--- config.mk ---
export PLATFORM = sky130hd
export DESIGN_NAME = store_commit_buffer
export DESIGN_NICKNAME = d
export VERILOG_FILES = /design/src/rtl/store_commit_buffer.sv
export SDC_FILE = /design/constraint.sdc
export NUM_CORES = 1
export LEC_CHECK = 0
export BUFFER_PORTS_ARGS = -buffer_cell sky130_fd_sc_hd__buf_4
export CAP_MARGIN = 20
export CORE_MARGIN = 4
export CORE_UTILIZATION = 35
export CTS_CLUSTER_SIZE = 8
export DETAILED_ROUTE_END_ITERATION = 8
export GPL_TIMING_DRIVEN = 0
export PLACE_DENSITY_LB_ADDON = 0.15
export SKIP_LAST_GASP = 1
export SLEW_MARGIN = 40
export SYNTH_ARGS = -nofsm -noshare
export SYNTH_HDL_FRONTEND = slang
export SYNTH_SLANG_ARGS = --single-unit
--- constraint.sdc ---
create_clock -name clk -period 13.7 [get_ports clk]
set_input_delay 2.74 -clock clk [delete_from_list [all_inputs] [get_ports clk]]
set_output_delay 2.74 -clock clk [all_outputs]
set_load 0.005 [all_outputs]
--- src/rtl/store_commit_buffer.sv ---
// Committed-store FIFO between ROB retirement and the data memory write port.
// Loads probe all queued stores: exact covering matches forward, partial overlaps request replay.
module store_commit_buffer #(
  parameter int DEPTH = 4,
  parameter int PTR_W = 2
) (
  input  logic             clk,
  input  logic             reset,
  input  logic             commit_valid,
  input  logic [2:0]       commit_funct3,
  input  logic [31:0]      commit_addr,
  input  logic [31:0]      commit_data,
  output logic             commit_ready,
  input  logic             mem_stall,
  output logic             mem_write,
  output logic [31:0]      mem_addr,
  output logic [2:0]       mem_funct3,
  output logic [31:0]      mem_data,
  input  logic             ld_valid,
  input  logic [31:0]      ld_addr,
  input  logic [2:0]       ld_funct3,
  output logic             ld_hit,
  output logic [31:0]      ld_data,
  output logic             ld_conflict,
  output logic [PTR_W:0]   count,
  output logic             empty
);

  localparam logic [PTR_W:0] FULL_CNT = (PTR_W+1)'(DEPTH);

  logic [31:0]      addr_mem [DEPTH];
  logic [2:0]       f3_mem   [DEPTH];
  logic [31:0]      data_mem [DEPTH];

  logic [PTR_W-1:0] head_reg, tail_reg;
  logic [PTR_W:0]   count_reg;
  logic             commit_ok, enq, deq;

  function automatic logic [2:0] st_size(input logic [2:0] f3);
    case (f3[1:0])
      2'b00:   st_size = 3'd1;
      2'b01:   st_size = 3'd2;
      default: st_size = 3'd4;
    endcase
  endfunction

  assign commit_ok    = (commit_funct3 == 3'b000) || (commit_funct3 == 3'b001) ||
                        (commit_funct3 == 3'b010);
  assign empty        = (count_reg == '0);
  assign count        = count_reg;
  assign commit_ready = (count_reg != FULL_CNT);
  assign enq          = commit_valid && commit_ready && commit_ok;
  assign mem_write    = !empty && !mem_stall;
  assign deq          = mem_write;

  assign mem_addr   = empty ? 32'd0 : addr_mem[head_reg];
  assign mem_funct3 = empty ? 3'd0  : f3_mem[head_reg];
  assign mem_data   = empty ? 32'd0 : data_mem[head_reg];

  always_ff @(posedge clk or negedge reset) begin
    if (!reset) begin
      head_reg  <= '0;
      tail_reg  <= '0;
      count_reg <= '0;
    end else begin
      if (enq) tail_reg <= tail_reg + PTR_W'(1);
      if (deq) head_reg <= head_reg + PTR_W'(1);
      case ({enq, deq})
        2'b10:   count_reg <= count_reg + (PTR_W+1)'(1);
        2'b01:   count_reg <= count_reg - (PTR_W+1)'(1);
        default: count_reg <= count_reg;
      endcase
    end
  end

  // Payload needs no reset: occupancy alone decides which slots are meaningful.
  always_ff @(posedge clk) begin
    if (enq) begin
      addr_mem[tail_reg] <= commit_addr;
      f3_mem[tail_reg]   <= commit_funct3;
      data_mem[tail_reg] <= commit_data;
    end
  end

  logic             ld_ok;
  logic [2:0]       ld_m;
  logic [32:0]      ld_end;
  logic [DEPTH-1:0] ov_vec, ex_vec;

  always_comb begin
    ld_ok = 1'b1;
    ld_m  = 3'd4;
    case (ld_funct3)
      3'b000, 3'b100: ld_m = 3'd1;
      3'b001, 3'b101: ld_m = 3'd2;
      3'b010:         ld_m = 3'd4;
      default:        ld_ok = 1'b0;
    endcase
  end

  assign ld_end = {1'b0, ld_addr} + {30'd0, ld_m};

  generate
    for (genvar gi = 0; gi < DEPTH; gi++) begin : g_entry
      logic [PTR_W-1:0] age;
      logic             live;
      logic [2:0]       st_n;
      logic [32:0]      st_end;

      assign age    = PTR_W'(gi) - head_reg;
      assign live   = ({1'b0, age} < count_reg);
      assign st_n   = st_size(f3_mem[gi]);
      assign st_end = {1'b0, addr_mem[gi]} + {30'd0, st_n};
      assign ov_vec[gi] = live && ld_ok && ({1'b0, addr_mem[gi]} < ld_end) &&
                          ({1'b0, ld_addr} < st_end);
      assign ex_vec[gi] = (addr_mem[gi] == ld_addr) && (st_n >= ld_m);
    end
  endgenerate

  logic             found, sel_exact;
  logic [31:0]      sel_data;
  logic [PTR_W-1:0] idx;

  // Walk oldest to youngest so the last overlapping entry seen wins.
  always_comb begin
    found     = 1'b0;
    sel_exact = 1'b0;
    sel_data  = 32'd0;
    idx       = '0;
    for (int k = 0; k < DEPTH; k++) begin
      idx = head_reg + PTR_W'(k);
      if (ov_vec[idx]) begin
        found     = 1'b1;
        sel_exact = ex_vec[idx];
        sel_data  = data_mem[idx];
      end
    end
  end

  always_comb begin
    ld_hit      = ld_valid && found && sel_exact;
    ld_conflict = ld_valid && found && !sel_exact;
    ld_data     = 32'd0;
    if (ld_hit) begin
      case (ld_funct3)
        3'b000:  ld_data = {{24{sel_data[7]}}, sel_data[7:0]};
        3'b001:  ld_data = {{16{sel_data[15]}}, sel_data[15:0]};
        3'b100:  ld_data = {24'd0, sel_data[7:0]};
        3'b101:  ld_data = {16'd0, sel_data[15:0]};
        default: ld_data = sel_data;
      endcase
    end
  end

endmodule

==> out/summary.txt, run 1 <==
Yosys warns: 0
Initial Utilization: 35.5%
CP Data Arrival Time: 10650 ps
Psw: 1.94 mW
Register area share after synthesis: 33.6%
Tmin final: 13390 ps
# IOs: 214
Fraction of registers with async set/reset: 2.55%
CP required: 10960 ps
Clock slew at reported path FFs: 50 ps
Post-synthesis simple-gate area fraction: 16.3%
Worst VDD drop: 0.133 mV
Drt total wl: 98600 µm
CTS tree: built
Crit end category: primary output
Synthesis-to-finish area growth: 17.6%
Worst setup path class: in2out
Quantity of I/O buffers inserted on ports: 213
EDFF count, synth: 268
Hpwl dp: 78200 µm
Deepest clock path buffer count: 3
Clock Power Share: 21.5%
Final Cycle Share: 97.7%
Placed cell areas: 27500 µm²
Chip Width: 272 µm
DRC viols: 0
Total GRT Usage: 26.0%
Worst hold slack: 628 ps
Synth Area in XOR/XNOR: 10.2%
Cell Rows: 96
Switching Share: 42.9%
Final hold vios: 0
Vias in the first global route: 21789
Post-Place Worst Slack: -404 ps
Count of cell types in the netlist: 79
RSZ-0062 raised after global routing: false
Synth area leader: edfxtp_1
Adder-Cell Fraction of Synth Area: 14.8%
Slew HR: 41.7%
Latest clock arrival within the worst-skew pair: 590 ps
Final Setup Violations: 0
Synth Area in Compound Gates: 11.8%
CTS Sinks: 275
Most used flip-flop cell after synthesis: edfxtp_1
Via-to-Cell Ratio: 5.87
Post-Syn Nets: 2824
Most instantiated cells after synthesis: ha_1, edfxtp_1, nand2_1
Worst min path class: reg2reg
DR vias: 21409
Worst setup slack after layout: 315 ps
Final instance area: 28800 µm²
Nets: 3092
Share of the synthesized area in the top cell type: 32.9%
Post-Syn Area: 24500 µm²
Regs by FF count: addr_mem (128), data_mem (128), f3_mem (12)
Core area: 68900 µm²
FILL cells: 6770
Initial antenna violation count: 6
H-tree Lvls: 2
First drt pass iteration count: 5
Status: complete, no violations
Largest net degree at the start of global routing: 29
Register share of total power: 24.3%
#FFs+latches synth: 275
Crit path max fanout: 10
Routability cong.: 1.03
Worst setup SP type: primary input
Actual slew at the worst max-slew pin: 875 ps
Largest family of logic cells by synthesized area: simple AND/OR/NAND/NOR gates
DIE HEIGHT: 272 µm
Layout cells sized above 1: 16.6%
Number of max-cap violations: 0
Clock tree root driver cell: clkbuf_16
Max-slew violations: 0
Comb power frac: 54.2%
First-pass GRT wire length: 145000 µm
Max Fclk: 0.0747 GHz
Syn_area_per_cell: 10.1 µm²
LEAKAGE: 11.1 nW
DIE AREA: 74200 µm²
Clk_skew: 26.6 ps
Routed Antenna Nets: 0
Cell Int Power: 2.58 mW
Wire per inst: 27.0 µm
PwrDens: 157 nW/µm²
CTS Buf Count: 42
Post-Synthesis Cells: 2432
Area contributors post-synth: edfxtp_1, ha_1, xor2_1
DRT iter0 DRCs: 2140
Proportion of synthesized area in mux cells: 10.3%
GRT overflow: 0
Most numerous cell in the Yosys netlist: ha_1
cell families after synthesis:
family                   Yosys count
AO/OA/AOI/OAI                    434
XOR/XNOR                         284
adder cells (fa/ha/maj)          287
buffers and inverters            180
flip-flops                       275
multiplexers                     169
AND/OR/NAND/NOR                  803
timing repair:
| action | in CTS | in global routing |
|---|---|---|
| gates resized for setup | 2 | 13 |
| cloned | 0 | 0 |
| hold buffers | 0 | 0 |
| buffers inserted | 0 | 2 |
| setup endpoints to repair | 32 | 33 |
| pin swaps | 0 | 1 |
power groups by stage:
| stage | registers [mW] | clock network, mW | logic, mW |
|---|---|---|---|
| after floorplan | 1.07 | 0 | 1.46 |
| after global placement | 1.12 | 0 | 2.37 |
| after detailed placement | 1.11 | 0 | 2.41 |
| after CTS | 1.10 | 0.995 | 2.43 |
| after global routing | 1.11 | 1.03 | 2.65 |
| final | 1.10 | 0.974 | 2.45 |
area by class of cell:
| cell class | count | area, µm² | share of cell area [%] |
|---|---|---|---|
| Clock buffer | 52 | 1110 | 3.86 |
| Sequential cell | 275 | 8220 | 28.6 |
| Timing Repair Buffer | 224 | 1780 | 6.19 |
| Tap cell | 931 | 1160 | 4.05 |
| Antenna cell | 1 | 2.50 | 0.00870 |
| Clock inverter | 9 | 115 | 0.400 |
| Multi-Input combinational cell | 1977 | 15600 | 54.3 |
| Buffer | 132 | 574 | 2.00 |
| Inverter | 48 | 180 | 0.626 |
path summary, 6_finish.rpt:
path                                         start  slack, ps                      end  depth (start not counted)
setup / recovery                      ld_funct3[1]        310              ld_data[18]                         26
hold / removal             tail_reg[1]$_DFFE_PN0P_        630  tail_reg[1]$_DFFE_PN0P_                          2
setup reg to reg           head_reg[1]$_DFFE_PN0P_      10180  head_reg[1]$_DFFE_PN0P_                          7
hold reg to reg            tail_reg[1]$_DFFE_PN0P_        630  tail_reg[1]$_DFFE_PN0P_                          2
max in group asynchronous                    reset      11560  tail_reg[1]$_DFFE_PN0P_                          1
min in group asynchronous                    reset       1970     count[1]$_DFFE_PN0P_                          1
stage by stage:
stage	total power, mW	utilization, %	instances	TNS, ps
floorplan	2.53	-	2432	0
global placement	3.49	39.5	3576	-18770
detailed placement	3.53	39.8	3585	-5860
CTS	4.52	41.6	3646	-87.7
global route	4.79	41.7	3648	0
finish	4.53	41.7	3649	0
cells in the final DEF (no fill, tap or decap), types with 11 or more instances in the layout:
master and count:
a2111oi_2 15, a211oi_1 29, a21o_1 28, a21oi_1 120
a221oi_1 21, a31oi_1 22, and2_1 25, and3_1 24
and4_1 24, buf_2 29, buf_4 218, clkbuf_1 84
clkbuf_16 43, clkbuf_2 14, edfxtp_1 268, ha_1 279
inv_1 48, mux2_2 17, mux2i_1 85, mux4_2 65
nand2_1 250, nand2b_1 18, nand3_1 70, nand4_1 62
nor2_1 147, nor2b_1 55, nor3_1 43, nor4_1 38
o211ai_1 13, o21ai_0 89, o22ai_1 17, o31ai_1 11
xnor2_1 55, xor2_1 228
critical path: stages:
cell	delay [ps]
buf_4	130
clkbuf_1	300
nor2_4	310
ha_1	210
a21oi_1	80
maj3_1	460
nor2_1	520
nand2_1	210
nor2_1	280
nand3_1	130
xor2_1	420
ha_1	320
nand2_1	80
o21ai_1	270
a2111oi_2	600
nand4_1	240
a221oi_1	470
o211ai_1	370
o221ai_1	370
a21boi_1	330
nor2_1	130
a22oi_1	260
o211ai_1	340
buf_2	330
a2111oi_1	520
buf_4	230
routing by layer:
| layer | track usage, % | part of all wire (%) | up-vias |
|---|---|---|---|
| li1 | - | - | 9707 |
| met1 | 34.0 | 43 | 10686 |
| met2 | 43.8 | 47 | 822 |
| met3 | 3.86 | 6.0 | 188 |
| met4 | 9.79 | 4.2 | 6 |
| met5 | 0 | 0.049 | - |
No activity file was read; power rests on OpenSTA's default activity.
==> inputs of run 2 (changes only) <==
--- a/config.mk
+++ b/config.mk
@@ -13,6 +13,7 @@
 export DETAILED_ROUTE_END_ITERATION = 8
 export GPL_TIMING_DRIVEN = 0
 export PLACE_DENSITY_LB_ADDON = 0.15
+export REMOVE_ABC_BUFFERS = 1
 export SKIP_LAST_GASP = 1
 export SLEW_MARGIN = 40
 export SYNTH_ARGS = -nofsm -noshare
==> out/summary.txt, run 2 (synthesis gave the netlist of run 1 again) <==
Status: complete, no violations
Routability cong.: 1.00 (-2.9%)
Switching Share: 40.6% (-2.3 points)
Comb power frac: 52.9% (-1.3 points)
Chip Width: 272 µm (unchanged)
CP max stage cell: a2111oi_1
Actual slew at the worst max-slew pin: 871 ps (-3.68 ps)
Crit end category: primary output
Worst VDD drop: 0.119 mV (-11%)
H-tree Lvls: 2 (unchanged)
First drt pass iteration count: 6 (+1)
Crit path max fanout: 22 (+12)
Cts hold-fix bufs: 0 (unchanged)
FILL cells: 6730 (-0.59%)
Tmin final: 13210 ps (-177 ps)
Final hold vios: 0 (unchanged)
Commonest non-fill, non-tap cells in the layout: ha_1, edfxtp_1, nand2_1
Final Cycle Share: 96.4% (-1.3 points)
Slew HR: 41.4% (-0.29 points)
Largest net degree at the start of global routing: 66 (+130%)
Worst setup SP type: primary input
Post-Place Worst Slack: -743 ps (-338 ps)
DR vias: 20516 (-4.2%)
Cell Int Power: 2.66 mW (+2.9%)
Number of max-cap violations: 0 (unchanged)
Synthesis-to-finish area growth: 17.3%
Max-slew violations: 0 (unchanged)
Clock slew at reported path FFs: 50 ps (about the same)
Clk_skew: 14.1 ps (-12.5 ps)
Worst setup slack after layout: 491 ps (+177 ps)
Latest clock arrival within the worst-skew pair: 570 ps (-20 ps)
GRT overflow: 0 (unchanged)
CTS tree: built
CP required: 10960 ps (about the same)
Clock tree root driver cell: clkbuf_16
Final Total Pwr: 4.48 mW (-1.1%)
DIE AREA: 74200 µm² (unchanged)
Quantity of I/O buffers inserted on ports: 213 (unchanged)
First-pass GRT wire length: 134000 µm (-7.4%)
Nets: 2997 (-3.1%)
Total GRT Usage: 23.7% (-2.3 points)
Worst min path class: reg2reg
Max stage delay on crit path: 600 ps (about the same)
Register share of total power: 25.5% (+1.2 points)
DRT iter0 DRCs: 1518 (-29%)
Drt total wl: 89900 µm (-8.9%)
Max Fclk: 0.0757 GHz (+1.3%)
Regs by FF count: addr_mem (128), data_mem (128), f3_mem (12)
Psw: 1.82 mW (-6.5%)
Cell Rows: 96 (unchanged)
Final Setup Violations: 0 (unchanged)
RSZ-0062 raised after global routing: false
Multi-input gate area: 15600 µm² (+0.21%)
Initial antenna violation count: 4 (-2)
PwrDens: 156 nW/µm² (-0.92%)
DIE HEIGHT: 272 µm (unchanged)
Layout cells sized above 1: 17.0% (+0.38 points)
Initial Utilization: 35.5% (unchanged)
Register area: 8230 µm² (about the same)
Deepest clock path buffer count: 3 (unchanged)
CP Data Arrival Time: 10470 ps (-180 ps)
Via-to-Cell Ratio: 5.77 (-1.6%)
Setup tns final: 0 ps (unchanged)
Hpwl dp: 70200 µm (-10%)
LEAKAGE: 11.1 nW (-0.37%)
# IOs: 214 (unchanged)
Vias in the first global route: 20891 (-4.1%)
CTS Sinks: 275 (unchanged)
Core area: 68900 µm² (unchanged)
Clock Power Share: 21.6% (about the same)
DRC viols: 0 (unchanged)
Most common cell after layout, fill and taps aside: ha_1
CTS Buf Count: 41 (-2.4%)
Routed Antenna Nets: 0 (unchanged)
Wire per inst: 25.3 µm (-6.4%)
Worst setup path class: in2out
[run 2: cell types whose count changed in the layout (fill, tap and decap cells not counted), sizes merged]
cell      delta
buf          -5
bufinv       +1
clkbuf      -88
clkinv       -5
clkinvlp     +1
[run 2: cell type report]
cell class                 count  share of cell area (%)
clock buffer                  53                    3.73
tap                          931                    4.06
sequential                   275                    28.7
antenna                        1                 0.00872
clock inverter                 6                   0.458
inverter                      48                   0.658
multi-input combinational   1977                    54.5
timing repair buffer         262                    7.89
[run 2: worst paths after layout]
check / from / to / slack [ps] / cells after the start
worst max register to register: count[2]$_DFFE_PN0P_ / count[2]$_DFFE_PN0P_ / 11020 / 10
worst min-delay path: count[1]$_DFFE_PN0P_ / count[1]$_DFFE_PN0P_ / 580 / 2
worst max-delay path: ld_funct3[1] / ld_data[18] / 490 / 29
worst min register to register: count[1]$_DFFE_PN0P_ / count[1]$_DFFE_PN0P_ / 580 / 2
min in group asynchronous: reset / head_reg[1]$_DFFE_PN0P_ / 1970 / 1
max in group asynchronous: reset / head_reg[0]$_DFFE_PN0P_ / 11590 / 1
[run 2: repair_timing]
item,in CTS,in global routing
setup buffers,2,2
resized for setup,4,3
setup endpoints to repair,26,14
hold endpoints to repair,0,0
pin swaps,1,1
[run 2: routing by layer]
metal,global-route usage [%],share of wire [%],vias up
met5,0,0.058,-
met2,41.3,49,628
li1,-,-,9508
met4,5.98,2.5,6
met3,3.70,5.7,126
met1,30.8,43,10248
[run 2: worst max-delay path: cells and delay by family]
| kind | cells | cell delay (ps) |
|---|---|---|
| adder cells (fa/ha/maj) | 4 | 1500 |
| XOR/XNOR | 1 | 490 |
| AND/OR/NAND/NOR | 7 | 1490 |
| buffers and inverters | 8 | 1510 |
| AO/OA/AOI/OAI | 9 | 2680 |
[run 2: per-stage QoR]
stage | util, % | instances | instance area (µm²) | hold slack [ps]
finish | 41.6 | 3553 | 28700 | 581
global route | 41.6 | 3552 | 28700 | 620
CTS | 41.6 | 3550 | 28700 | 575
detailed placement | 39.8 | 3489 | 27400 | 563
global placement | 38.7 | 3444 | 26700 | 526
floorplan | - | 2300 | 23900 | 512
[run 2: power groups by stage]
stage	logic [mW]	registers (mW)	clock network, mW
2_1_floorplan	1.42	1.22	0
3_3_place_gp	2.28	1.34	0
3_5_place_dp	2.37	1.15	0
4_1_cts	2.38	1.14	0.992
5_1_grt	2.59	1.15	1.03
6_report	2.37	1.14	0.967
